[config.mk]
export PLATFORM = sky130hd
export DESIGN_NAME = lsu_flat
export DESIGN_NICKNAME = d
export VERILOG_FILES = /design/src/rtl/lsu_pkg.sv /design/src/rtl/lsu_if.sv /design/src/rtl/lsu_align.sv /design/src/rtl/lsu.sv /design/src/flat_wrapper.sv
export SDC_FILE = /design/constraint.sdc
export NUM_CORES = 1
export LEC_CHECK = 0
export CAP_MARGIN = 20
export CORE_UTILIZATION = 40
export DETAILED_ROUTE_END_ITERATION = 7
export HOLD_SLACK_MARGIN = 0.12
export PLACE_DENSITY = 0.8
export SLEW_MARGIN = 0
export SYNTH_ARGS = -nofsm -noshare
export SYNTH_HDL_FRONTEND = slang
export SYNTH_SLANG_ARGS = --single-unit
[constraint.sdc]
create_clock -name clk -period 3.1 [get_ports clk]
set_input_delay 0.62 -clock clk [delete_from_list [all_inputs] [get_ports clk]]
set_output_delay 0.62 -clock clk [all_outputs]
set_load 0.02 [all_outputs]
[src/rtl/lsu_pkg.sv]
// Shared definitions for the load/store unit: mem_op encodings, FSM states
// and the access-size decode used by the alignment logic.
package lsu_pkg;

    localparam logic [2:0] MOP_B  = 3'b000;
    localparam logic [2:0] MOP_H  = 3'b001;
    localparam logic [2:0] MOP_W  = 3'b010;
    localparam logic [2:0] MOP_BU = 3'b100;
    localparam logic [2:0] MOP_HU = 3'b101;

    typedef enum logic [1:0] {
        ST_IDLE = 2'd0,
        ST_REQ  = 2'd1,
        ST_WAIT = 2'd2,
        ST_RESP = 2'd3
    } lsu_state_t;

    typedef enum logic [1:0] {
        SZ_B = 2'd0,
        SZ_H = 2'd1,
        SZ_W = 2'd2,
        SZ_X = 2'd3
    } lsu_size_t;

    function automatic lsu_size_t op_size(input logic [1:0] sz);
        case (sz)
            2'b00:   op_size = SZ_B;
            2'b01:   op_size = SZ_H;
            2'b10:   op_size = SZ_W;
            default: op_size = SZ_X;
        endcase
    endfunction

endpackage

[src/rtl/lsu_if.sv]
// Word-wide data-memory bus between the LSU (master) and memory (slave).
// A request transfers on a cycle where mem_valid & mem_ready are both high;
// once mem_valid is raised the master holds it and all request fields stable
// until that cycle. mem_ack (with mem_rdata/mem_err) ends the access later.
interface lsu_if #(parameter int ADDR_W = 32);
    logic              mem_valid;
    logic              mem_ready;
    logic [ADDR_W-1:0] mem_addr;
    logic              mem_wen;
    logic [3:0]        mem_wstrb;
    logic [31:0]       mem_wdata;
    logic              mem_ack;
    logic [31:0]       mem_rdata;
    logic              mem_err;

    modport master (
        output mem_valid, mem_addr, mem_wen, mem_wstrb, mem_wdata,
        input  mem_ready, mem_ack, mem_rdata, mem_err
    );

    modport slave (
        input  mem_valid, mem_addr, mem_wen, mem_wstrb, mem_wdata,
        output mem_ready, mem_ack, mem_rdata, mem_err
    );
endinterface

[src/rtl/lsu_align.sv]
// Combinational lane logic: store strobes/replication, load shift and
// extension, and the illegal/misaligned access check.
module lsu_align
    import lsu_pkg::*;
(
    input  logic        write,
    input  logic [2:0]  op,
    input  logic [1:0]  a,
    input  logic [31:0] wdata,
    input  logic [31:0] rdata,
    output logic [3:0]  wstrb,
    output logic [31:0] wdata_rep,
    output logic [31:0] ldata,
    output logic        illegal
);
    lsu_size_t   sz;
    logic [31:0] shifted;

    always_comb begin
        sz        = op_size(op[1:0]);
        shifted   = rdata >> {a, 3'b000};
        wstrb     = 4'b0000;
        wdata_rep = wdata;
        ldata     = shifted;
        illegal   = 1'b0;
        case (sz)
            SZ_B: begin
                wstrb     = 4'b0001 << a;
                wdata_rep = {4{wdata[7:0]}};
                ldata     = {{24{shifted[7] & ~op[2]}}, shifted[7:0]};
            end
            SZ_H: begin
                wstrb     = 4'b0011 << a;
                wdata_rep = {2{wdata[15:0]}};
                ldata     = {{16{shifted[15] & ~op[2]}}, shifted[15:0]};
                illegal   = a[0];
            end
            // op[2] set on a word size is the undefined 110 encoding
            SZ_W: begin
                wstrb   = 4'b1111;
                illegal = (a != 2'b00) | op[2];
            end
            default: illegal = 1'b1;
        endcase
        if (write & op[2]) illegal = 1'b1;
    end
endmodule

[src/rtl/lsu.sv]
// Load/store unit: accepts one decoded memory op, runs a single registered
// bus access, and returns extended load data with a one-cycle response.
module lsu
    import lsu_pkg::*;
#(
    parameter int ADDR_W = 32
) (
    input  logic              clk,
    input  logic              rst_n,
    input  logic              req_valid,
    output logic              req_ready,
    input  logic              req_write,
    input  logic [2:0]        req_op,
    input  logic [ADDR_W-1:0] req_addr,
    input  logic [31:0]       req_wdata,
    output logic              resp_valid,
    output logic [31:0]       resp_rdata,
    output logic              resp_err,
    output logic              busy,
    lsu_if.master             bus,
    output lsu_state_t        dbg_state
);
    lsu_state_t        state, state_nxt;
    logic              write_q;
    logic [2:0]        op_q;
    logic [1:0]        a_q;
    logic              mem_valid_q, mem_wen_q;
    logic [ADDR_W-1:0] mem_addr_q;
    logic [3:0]        mem_wstrb_q;
    logic [31:0]       mem_wdata_q;
    logic [31:0]       resp_rdata_q;
    logic              resp_err_q;

    logic              idle, accept;
    logic              al_write;
    logic [2:0]        al_op;
    logic [1:0]        al_a;
    logic [3:0]        al_wstrb;
    logic [31:0]       al_wdata, al_ldata;
    logic              al_illegal;

    assign idle   = (state == ST_IDLE);
    assign accept = idle & req_valid;

    // In IDLE the aligner looks at the incoming request; afterwards at the
    // captured op so load extension uses what was accepted.
    assign al_write = idle ? req_write     : write_q;
    assign al_op    = idle ? req_op        : op_q;
    assign al_a     = idle ? req_addr[1:0] : a_q;

    lsu_align u_align (
        .write     (al_write),
        .op        (al_op),
        .a         (al_a),
        .wdata     (req_wdata),
        .rdata     (bus.mem_rdata),
        .wstrb     (al_wstrb),
        .wdata_rep (al_wdata),
        .ldata     (al_ldata),
        .illegal   (al_illegal)
    );

    always_ff @(posedge clk) begin
        if (!rst_n) state <= ST_IDLE;
        else        state <= state_nxt;
    end

    always_comb begin
        state_nxt = state;
        case (state)
            ST_IDLE: if (req_valid) state_nxt = al_illegal ? ST_RESP : ST_REQ;
            ST_REQ:  if (bus.mem_ready) state_nxt = ST_WAIT;
            ST_WAIT: if (bus.mem_ack) state_nxt = ST_RESP;
            ST_RESP: state_nxt = ST_IDLE;
            default: state_nxt = ST_IDLE;
        endcase
    end

    always_ff @(posedge clk) begin
        if (!rst_n) begin
            write_q      <= 1'b0;
            op_q         <= 3'b000;
            a_q          <= 2'b00;
            mem_valid_q  <= 1'b0;
            mem_wen_q    <= 1'b0;
            mem_addr_q   <= '0;
            mem_wstrb_q  <= 4'b0000;
            mem_wdata_q  <= 32'h0;
            resp_rdata_q <= 32'h0;
            resp_err_q   <= 1'b0;
        end else begin
            if (accept) begin
                write_q <= req_write;
                op_q    <= req_op;
                a_q     <= req_addr[1:0];
                if (al_illegal) begin
                    resp_err_q   <= 1'b1;
                    resp_rdata_q <= 32'h0;
                end else begin
                    mem_valid_q <= 1'b1;
                    mem_wen_q   <= req_write;
                    mem_addr_q  <= {req_addr[ADDR_W-1:2], 2'b00};
                    mem_wstrb_q <= req_write ? al_wstrb : 4'b0000;
                    mem_wdata_q <= req_write ? al_wdata : 32'h0;
                end
            end
            if (state == ST_REQ && bus.mem_ready) mem_valid_q <= 1'b0;
            if (state == ST_WAIT && bus.mem_ack) begin
                resp_err_q   <= bus.mem_err;
                resp_rdata_q <= (bus.mem_err | write_q) ? 32'h0 : al_ldata;
            end
        end
    end

    assign req_ready     = idle;
    assign busy          = ~idle;
    assign resp_valid    = (state == ST_RESP);
    assign resp_rdata    = resp_rdata_q;
    assign resp_err      = resp_err_q;
    assign dbg_state     = state;
    assign bus.mem_valid = mem_valid_q;
    assign bus.mem_addr  = mem_addr_q;
    assign bus.mem_wen   = mem_wen_q;
    assign bus.mem_wstrb = mem_wstrb_q;
    assign bus.mem_wdata = mem_wdata_q;
endmodule

[src/flat_wrapper.sv]
// flat-port wrapper written by rule: the top's interface ports become plain ports
module lsu_flat import lsu_pkg::*;
#(
    parameter int ADDR_W = 32
)
  (clk, rst_n, req_valid, req_ready, req_write, req_op, req_addr, req_wdata, resp_valid, resp_rdata, resp_err, busy, dbg_state, bus_mem_valid, bus_mem_addr, bus_mem_wen, bus_mem_wstrb, bus_mem_wdata, bus_mem_ready, bus_mem_ack, bus_mem_rdata, bus_mem_err);
  lsu_if #(.ADDR_W(ADDR_W)) bus_i ();
  input  logic clk;
  input  logic rst_n;
  input  logic req_valid;
  output logic req_ready;
  input  logic req_write;
  input  logic [2:0] req_op;
  input  logic [ADDR_W-1:0] req_addr;
  input  logic [31:0] req_wdata;
  output logic resp_valid;
  output logic [31:0] resp_rdata;
  output logic resp_err;
  output logic busy;
  output lsu_state_t dbg_state;
  output wire logic [$bits(bus_i.mem_valid)-1:0] bus_mem_valid;
  output wire logic [$bits(bus_i.mem_addr)-1:0] bus_mem_addr;
  output wire logic [$bits(bus_i.mem_wen)-1:0] bus_mem_wen;
  output wire logic [$bits(bus_i.mem_wstrb)-1:0] bus_mem_wstrb;
  output wire logic [$bits(bus_i.mem_wdata)-1:0] bus_mem_wdata;
  input wire logic [$bits(bus_i.mem_ready)-1:0] bus_mem_ready;
  input wire logic [$bits(bus_i.mem_ack)-1:0] bus_mem_ack;
  input wire logic [$bits(bus_i.mem_rdata)-1:0] bus_mem_rdata;
  input wire logic [$bits(bus_i.mem_err)-1:0] bus_mem_err;
  assign bus_mem_valid = bus_i.mem_valid;
  assign bus_mem_addr = bus_i.mem_addr;
  assign bus_mem_wen = bus_i.mem_wen;
  assign bus_mem_wstrb = bus_i.mem_wstrb;
  assign bus_mem_wdata = bus_i.mem_wdata;
  assign bus_i.mem_ready = bus_mem_ready;
  assign bus_i.mem_ack = bus_mem_ack;
  assign bus_i.mem_rdata = bus_mem_rdata;
  assign bus_i.mem_err = bus_mem_err;
  lsu #(.ADDR_W(ADDR_W)) u_core (.clk(clk), .rst_n(rst_n), .req_valid(req_valid), .req_ready(req_ready), .req_write(req_write), .req_op(req_op), .req_addr(req_addr), .req_wdata(req_wdata), .resp_valid(resp_valid), .resp_rdata(resp_rdata), .resp_err(resp_err), .busy(busy), .bus(bus_i), .dbg_state(dbg_state));
endmodule
==> impl_metrics.tcl <==
set metrics [dict create \
    outcome "completed" \
    avgSynthCellArea_um2 8.64 \
    worstReg2RegEnd "u_core.resp_rdata[30]$_SDFFE_PN0P_" \
    cts_root_buf "clkbuf_16" \
    rrSetupSlack_ns 0.36 \
    clkTransAtPathRegs_ns 0.07 \
    netlist_area_um2 5060 \
    synth_edf_count 0 \
    port_buffers 211 \
    synth_top_cells_by_count "126 x nand2_1, 109 x dfxtp_1, 45 x nand3_1, 42 x a21oi_1, 42 x o21ai_0" \
    setup_viol 0 \
    route.detailed.drc 0 \
    r2r_start "u_core.dbg_state[0]$_SDFFE_PN0P_" \
    ir_drop_v 0.000437 \
    critPathArrivalTime_ns 2.98 \
    grt_max_degree 58 \
    cts_sinks 109 \
    drive_above_1_share 0.0651 \
    worstSetupStartpointType "register" \
    cts_resized 0 \
    finalHoldViolCount 0 \
    crit_slowest_cell "ha_1" \
    antenna_found_initial 0 \
    core_um2 12200 \
    synth_area_leaders "dfxtp_1 43%, nand2_1 9.4%, mux2i_1 6.7%" \
    utilization 0.622 \
    cts_setup_buffers 0 \
    route.vias.total 5248 \
    fmax_ghz 0.364 \
    end_kind "register" \
    max_cap_viol_count 0 \
    dr.max_layer_used "met4" \
    async_flop_share 0 \
    fin_crit_sh 0.885 \
    path_class "reg -> reg" \
    die_w_um 114 \
    min_period_ns 2.74 \
    htree_levels 3 \
    wire_per_inst_um 18.1 \
    cts.path.max_buffers 2 \
    yosysUniqueCellTypes 57 \
    synth_most_common_cell "nand2_1" \
    tns_ns 0 \
    crit_required_ns 3.34 \
    synth_top_cell_by_area "dfxtp_1" \
    crit_top_cell "buf_4" \
    worst_slew_pin_slew_ns 0.624 \
    slew_headroom 0.582 \
    syn_inst 585 \
    whs_ns 0.453 \
    synth_top_area_share 0.432 \
    fin_nets 888 \
    clkLatencyLatePin_ns 0.35 \
    ys_seq_area_frac 0.432 \
    holdCritStartpoint "u_core.bus.mem_addr[25]$_SDFFE_PN0P_" \
    worstRegToRegCells 9 \
    grt_pass1_vias 5262 \
    hpwl_um 12700 \
    drt_iter0_drc 397 \
    max_stage_delay_ns 0.53 \
    dieArea_um2 13100 \
    dr_wl_met2_um 8040 \
    ant_nets 0 \
    cts_tree "built" \
    wl_met3_um 1770 \
    drt_first_pass_iters 5 \
    initial_core_util 0.416 \
    die_h_um 114 \
    min_path_type "reg -> reg" \
    yosys_warnings 0 \
    power_density_nw_per_um2 703 \
    grt-ovfl-total 0 \
    worstPathMaxFanout 16 \
    grt_pass1_wl_um 27200 \
    slew_violations 0 \
    rows 40 \
    ys_seq_elements 109 \
    gp_congestion 0.926 \
    rsz0062_at_grt "false" \
    synthFlopType "dfxtp_1" \
    worstPathCellList "inv_1 > ha_1 > buf_4 > mux2_4 > mux2i_1 > o221a_1 > a211oi_4 > buf_4 > a211o_1" \
    grt_use_total 0.267 \
    holdPathEnd "u_core.bus.mem_addr[25]$_SDFFE_PN0P_" \
    finalClockSkew_ns 0.00662 \
    viasPerCell 5.52 \
    leakagePower_nw 2.95 \
    cts_hold_buf 0 \
    ioPinCount 214 \
    area_growth_pct 49.6 \
    num_antenna_cells 0 \
    whs_path_depth 2 \
    met1_length_um 6840 \
    numCtsBuffers 9 \
    routed_wl_um 17300 \
]
through the flow:
stage | total power [mW] | setup slack, ns | area, um2 | instances
floorplan | 3.31 | 0.469 | 5060 | 586
global placement | 4.15 | 0.336 | 7290 | 935
detailed placement | 4.21 | 0.261 | 7290 | 935
CTS | 5.32 | 0.354 | 7560 | 951
global route | 5.60 | 0.124 | 7560 | 951
finish | 5.32 | 0.356 | 7560 | 951
power by group:
part           switching [mW]  total (mW)  internal [mW]  leakage [nW]
clock network           0.525        1.11          0.586         0.138
registers               0.134        1.73           1.60         0.884
logic                    1.42        2.47           1.05          1.93
sequential cells by signal (all words and copies together), names as in the netlist, 2 cells and up:
register              cells
u_core.op_q               3
u_core.a_q                2
u_core.bus.mem_addr      30
u_core.bus.mem_wstrb      4
u_core.dbg_state          2
u_core.resp_rdata        32
u_core.bus.mem_wdata     32
how the worst max path moves through the flow:
stage | startpoint | endpoint | slack (ns)
floorplan | u_core.dbg_state[0]$_SDFFE_PN0P_ | u_core.resp_rdata[21]$_SDFFE_PN0P_ | 0.47
global placement | req_addr[0] | u_core.resp_rdata[10]$_SDFFE_PN0P_ | 0.34
detailed placement | req_addr[0] | u_core.resp_rdata[15]$_SDFFE_PN0P_ | 0.26
CTS | u_core.dbg_state[0]$_SDFFE_PN0P_ | u_core.resp_rdata[24]$_SDFFE_PN0P_ | 0.35
global route | u_core.dbg_state[0]$_SDFFE_PN0P_ | u_core.bus.mem_wdata[20]$_SDFFE_PN0P_ | 0.12
finish | u_core.dbg_state[0]$_SDFFE_PN0P_ | u_core.resp_rdata[30]$_SDFFE_PN0P_ | 0.36
cell families (layout without fill, tap and decap cells):
logic type	Yosys count	count (layout)	synth area share
DFF	109	109	0.432
muxes	39	39	0.0836
other	1	2	0.000742
adders and majority gates	4	4	0.00990
and+or+nand+nor	201	201	0.176
AOI/OAI and AO/OA	176	176	0.246
buffers and inverters	55	252	0.0527
placed cells by master, fill, tap and decap left out, types with 17 or more instances in the layout:
master,count
dfxtp_1,109
nand3_1,45
mux2i_1,33
a211o_1,17
o21ai_0,42
a21oi_1,42
nand2_1,126
clkdlybuf4s50_1,210
buf_4,18
o31ai_1,17
critical path: cells and delay by family, from the launching register on:
| family | cells | cell delay, ns |
|---|---|---|
| compound gates | 3 | 0.56 |
| fa+ha+maj | 1 | 0.53 |
| buf+inv | 3 | 0.60 |
| flops | 1 | 0.35 |
| mux | 2 | 0.60 |
cell type report:
| type | instances | area [um2] |
|---|---|---|
| tap | 168 | 210 |
| clock inverter | 4 | 22.5 |
| clock buffer | 12 | 256 |
| timing repair buffer | 229 | 2240 |
| multi-input combinational | 422 | 2630 |
| sequential | 109 | 2180 |
| fill | 1058 | 4600 |
| inverter | 7 | 26.3 |
metal layers:
metal | global-route usage | vias up
met3 | 0.0884 | 42
li1 | - | 2490
met1 | 0.299 | 2433
met5 | 0 | -
met2 | 0.454 | 283
met4 | 0.137 | 0
Note: power is estimated with default switching activity, not from simulation.
